[src/rtl/mult_pkg.sv]
// Shared types and helpers for the chunked sequential signed multiplier.
// Holds the controller state encoding and the chunk-count helper so the
// top level and any future approximate-core variants agree on both.
package mult_pkg;

    typedef enum logic [1:0] {
        IDLE = 2'd0,
        MUL  = 2'd1,
        DONE = 2'd2
    } state_t;

    // Number of CHUNK-wide slices in a WIDTH-bit magnitude.
    function automatic int calc_nch(input int width, input int chunk);
        return width / chunk;
    endfunction

endpackage

[src/rtl/chunk_mult_u.sv]
// Purpose: unsigned CHUNK x CHUNK -> 2*CHUNK combinational multiplier core.
// Latency: 0 cycles (pure combinational).
// Backpressure: none; the caller sequences operands.
// Ports: a, b - unsigned chunk operands; z - full-width unsigned product.
// Kept as a separate module so an approximate core can be dropped in later.
module chunk_mult_u #(
    parameter int CHUNK = 8
) (
    input  logic [CHUNK-1:0]   a,
    input  logic [CHUNK-1:0]   b,
    output logic [2*CHUNK-1:0] z
);

    assign z = {{CHUNK{1'b0}}, a} * {{CHUNK{1'b0}}, b};

endmodule

[src/rtl/mult_seq_chunked.sv]
// Purpose: sequential signed WIDTH x WIDTH multiplier, one CHUNK x CHUNK partial product per cycle.
// Latency: o_valid rises NPP cycles after the accepting edge; one result per NPP+2 cycles at best.
// Backpressure: result held stable in DONE until i_ready; no operands accepted while busy.
// Ports: i_clk/i_rst_n clock and async active-low reset; i_valid/o_ready/i_a/i_b/i_approx
//        operand handshake; o_valid/i_ready/o_z result handshake; o_busy high in MUL or DONE.
module mult_seq_chunked
    import mult_pkg::*;
#(
    parameter int WIDTH = 16,
    parameter int CHUNK = 8
) (
    input  logic                        i_clk,
    input  logic                        i_rst_n,
    input  logic                        i_valid,
    output logic                        o_ready,
    input  logic signed [WIDTH-1:0]     i_a,
    input  logic signed [WIDTH-1:0]     i_b,
    input  logic                        i_approx,
    output logic                        o_valid,
    input  logic                        i_ready,
    output logic signed [2*WIDTH-1:0]   o_z,
    output logic                        o_busy
);

    localparam int NCH = calc_nch(WIDTH, CHUNK);
    localparam int NPP = NCH * NCH;
    localparam int PW  = (NPP > 1) ? $clog2(NPP) : 1;
    localparam int ZW  = 2 * WIDTH;

    generate
        if ((WIDTH % CHUNK) != 0) begin : g_bad_chunk
            $error("mult_seq_chunked: WIDTH must be a multiple of CHUNK");
        end
    endgenerate

    // Two's-complement magnitude; the most negative value maps to 2^(WIDTH-1),
    // which still fits because the result is treated as unsigned.
    function automatic logic [WIDTH-1:0] mag(input logic [WIDTH-1:0] v);
        return v[WIDTH-1] ? (~v + WIDTH'(1)) : v;
    endfunction

    state_t            state, state_nxt;
    logic [WIDTH-1:0]  a_mag, b_mag;
    logic              sign;
    logic              approx_q;
    logic [PW-1:0]     p;
    logic [ZW-1:0]     acc;

    logic              accept;
    logic              last_pp;
    int unsigned       i_idx, j_idx;
    logic [CHUNK-1:0]  a_chunk, b_chunk;
    logic [2*CHUNK-1:0] pp;
    logic [ZW-1:0]     term;
    logic [ZW-1:0]     acc_sum;

    assign o_ready = (state == IDLE);
    assign o_valid = (state == DONE);
    assign o_busy  = (state == MUL) || (state == DONE);

    assign accept  = i_valid && o_ready;
    assign last_pp = (p == PW'(NPP - 1));

    // Partial-product index p walks chunks of |a| in the outer loop and
    // chunks of |b| in the inner loop.
    always_comb begin
        i_idx   = 32'(p) / NCH;
        j_idx   = 32'(p) % NCH;
        a_chunk = CHUNK'(a_mag >> (CHUNK * i_idx));
        b_chunk = CHUNK'(b_mag >> (CHUNK * j_idx));
    end

    chunk_mult_u #(
        .CHUNK (CHUNK)
    ) u_chunk_mult (
        .a (a_chunk),
        .b (b_chunk),
        .z (pp)
    );

    // Approximate mode drops the lowest-order product but keeps its cycle,
    // so latency is identical in both modes.
    always_comb begin
        term = ZW'(pp) << (CHUNK * (i_idx + j_idx));
        if (approx_q && (p == '0)) begin
            term = '0;
        end
        acc_sum = acc + term;
    end

    always_ff @(posedge i_clk or negedge i_rst_n) begin
        if (!i_rst_n) begin
            state <= IDLE;
        end else begin
            state <= state_nxt;
        end
    end

    always_comb begin
        state_nxt = state;
        case (state)
            IDLE:    if (accept)  state_nxt = MUL;
            MUL:     if (last_pp) state_nxt = DONE;
            DONE:    if (i_ready) state_nxt = IDLE;
            default: state_nxt = IDLE;
        endcase
    end

    always_ff @(posedge i_clk or negedge i_rst_n) begin
        if (!i_rst_n) begin
            a_mag    <= '0;
            b_mag    <= '0;
            sign     <= 1'b0;
            approx_q <= 1'b0;
            p        <= '0;
            acc      <= '0;
            o_z      <= '0;
        end else begin
            if (accept) begin
                a_mag    <= mag(i_a);
                b_mag    <= mag(i_b);
                sign     <= i_a[WIDTH-1] ^ i_b[WIDTH-1];
                approx_q <= i_approx;
                p        <= '0;
                acc      <= '0;
            end else if (state == MUL) begin
                acc <= acc_sum;
                p   <= p + PW'(1);
                if (last_pp) begin
                    // Negating zero gives zero, so no negative-zero case arises.
                    o_z <= sign ? -$signed(acc_sum) : $signed(acc_sum);
                end
            end
        end
    end

endmodule

[config.mk]
export PLATFORM = sky130hd
export DESIGN_NAME = mult_seq_chunked
export DESIGN_NICKNAME = d
export VERILOG_FILES = /design/src/rtl/mult_pkg.sv /design/src/rtl/chunk_mult_u.sv /design/src/rtl/mult_seq_chunked.sv
export SDC_FILE = /design/constraint.sdc
export NUM_CORES = 1
export LEC_CHECK = 0
export BUFFER_PORTS_ARGS = -buffer_cell sky130_fd_sc_hd__buf_2
export CAP_MARGIN = 20
export CORE_MARGIN = 2
export CORE_UTILIZATION = 60
export CTS_BUF_LIST = sky130_fd_sc_hd__clkbuf_2
export DETAILED_ROUTE_END_ITERATION = 10
export GPL_TIMING_DRIVEN = 1
export PLACE_DENSITY = 0.8
export SLEW_MARGIN = 25
export SYNTH_ARGS = -nofsm -noshare
export SYNTH_HDL_FRONTEND = slang
export SYNTH_SLANG_ARGS = --single-unit
[constraint.sdc]
create_clock -name i_clk -period 17.45 [get_ports i_clk]
set_clock_uncertainty 0.05 [all_clocks]
set_input_delay 3.49 -clock i_clk [delete_from_list [all_inputs] [get_ports i_clk]]
set_output_delay 3.49 -clock i_clk [all_outputs]
set_load 0.005 [all_outputs]
==> flow_summary.toml <==
[placement]
dp.cells = 1324
place_area_um2 = 9810
dpl.hpwl_um = 17600
portBuffers = 71
finalWeightedCongestion = 0.919

[route]
drtAntennaViolNets = 0
via_count = 7951
wl_per_cell_um = 16.6
drc = 0
drtIter0Drc = 500
drt_wl_total_um = 22300
firstDrtPassIters = 5
via_per_inst = 5.93

[worst_setup_path]
arrival_ns = 9.51
critPathLaunchType = "flop"
r2r_slack_ns = 8.47
critPathBufInv = 3
worst-path-max-fanout = 11
cp_top_family = "adder cells"
cp-end-kind = "flop"
critical-path-max-stage-delay_ns = 0.72
criticalPathCategory = "reg2reg"
crit_required_ns = 17.98
cpMostUsedCell = "fa_1"
slowest_stage = "dfrtp_1"

[grt]
grt_max_degree = 67
grt_pass1_wl_um = 37600
grt_pass1_vias = 7693
grt_overflow_total = 0
grt_usage = 0.284
antenna_found_initial = 0

[floorplanning]
die-area_um2 = 16600
io_pins = 72
start_util = 0.615
core_um2 = 15200
rows = 45
die_w_um = 129
die_height_um = 129

[sta]
maxSlewHeadroom = 0.415
drv_slew = 0
setup_viol = 0
fin_crit_ns = 8.98
tns_ns = 0
rsz0062_at_grt = "false"
max_freq_ghz = 0.111
fin_crit_sh = 0.514
finalHoldViolCount = 0
worstMarginPinSlew_ns = 0.854

[synthesis]
synthesis.nets = 1256
ys_top_cells_by_area = "dfrtp_1 27%, ha_1 10%, fa_1 7.9%, mux2i_1 5.6%, o21ai_0 5.4%"
ys_async_sr_fraction = 1.00
synth_top_area_frac = 0.273
netlist_instances = 1107
yosysTopAreaCell = "dfrtp_1"
syn-cell-area_um2 = 9360
ys_seq_elements = 102
postSynthAreaPerCell_um2 = 8.45
yosysSeqAreaShare = 0.273
synth_edf_count = 0
ys.warnings.count = 0
synth.distinct_cells = 72
synth_top_flop_cell = "dfrtp_1"

[clocking]
cts_inserted_buffers = 9
cts_resized = 0
post_cts_buffers = 0
cts.reportedPaths.clkPinSlew_ns = 0.31
clock_latency_ns = 0.69
clock_sinks = 102
hold_buffers = 0
clockBufferDepth = 2
htreeDepth = 3
tritoncts = "built"
cts_root_buffer = "clkbuf_2"

[finish]
fin_nets = 1296
instances_no_fill = 1340
fin_util = 0.653
antennaDiodeCount = 0
areaGrowthSynthToFinish_pct = 6.05
drive_gt1_frac = 0.109
design_area_um2 = 9920
final_common_cell = "nand2_1"
final_cell_mix = "132 x nand2_1, 128 x nor2_1, 101 x o21ai_0, 101 x dfrtp_1, 74 x ha_1"
fill_cells = 1290

[job]
max_cap_violations = 0

[worst_hold_path]
hp-class = "reg2reg"

[outcome]
status = "finished, final reports clean"
==> cell type report <==
cell class	instances	area, µm²	share of cell area
clock buffer	9	45.0	0.00454
clock inverter	7	53.8	0.00542
inverter	71	267	0.0269
multi-input combinational	889	6390	0.644
sequential	102	2550	0.257
tap	188	235	0.0237
timing repair buffer	74	380	0.0383
==> flip-flops by register name, summed over array words and instances, names as in the netlist <==
register and cells:
sign 1, a_mag 16, approx_q 1, acc 32
b_mag 16, state 2, o_z 32, p 2
==> tightest hold or removal path, stage by stage, from the launching register on <==
cell and delay (ns):
dfrtp_1 0.41, nand2_1 0.05, nand2_1 0.05
==> logic make-up (layout without fill, tap and decap cells) <==
| family | after synthesis | after routing | synth area share |
|---|---|---|---|
| DFF | 102 | 102 | 0.273 |
| muxes | 57 | 57 | 0.0617 |
| adders and majority gates | 112 | 112 | 0.179 |
| buffers and inverters | 116 | 161 | 0.0469 |
| and+or+nand+nor | 374 | 374 | 0.183 |
| xor gates and xnor gates | 96 | 96 | 0.0899 |
| AOI/OAI and AO/OA | 250 | 250 | 0.166 |
==> per-stage QoR <==
stage               hold WS, ns  setup WS (ns)
finish                    0.459           8.47
global route              0.481           7.77
CTS                       0.456           8.50
detailed placement        0.401           8.56
global placement          0.399           8.83
floorplan                 0.398           9.23
==> per-layer routing <==
layer | up-vias | track usage | share of wire
met1 | 3748 | 0.365 | 0.44
met2 | 260 | 0.494 | 0.49
li1 | 3904 | - | -
met4 | 0 | 0.0863 | 0.022
met5 | - | 0 | 0
met3 | 39 | 0.0441 | 0.051
==> worst paths after layout <==
path                                startpoint                    to  cells after the start
max in group asynchronous              i_rst_n  a_mag[1]$_DFFE_PN0P_                      2
min in group asynchronous              i_rst_n    o_z[9]$_DFFE_PN0P_                      1
max reg2reg                   p[0]$_DFFE_PN0P_   o_z[30]$_DFFE_PN0P_                     29
min reg2reg                o_z[23]$_DFFE_PN0P_   o_z[23]$_DFFE_PN0P_                      2
min                        o_z[23]$_DFFE_PN0P_   o_z[23]$_DFFE_PN0P_                      2
max                           p[0]$_DFFE_PN0P_   o_z[30]$_DFFE_PN0P_                     29
==> synthesized netlist by cell type, types with 9 or more instances <==
library cell    n
nand2_1       133
nor2_1        128
dfrtp_1       102
o21ai_0       101
ha_1           75
inv_1          71
xor2_1         55
mux2i_1        52
a21oi_1        51
xnor2_1        41
clkbuf_1       38
fa_1           37
nand3_1        17
a21o_1         16
or2_2          15
nor3_1         10
nand2b_1        9
nand4_1         9
or3_1           9
Power is not shown: default switching activity piles up to over one toggle a cycle in this logic, so the estimate is an artifact.
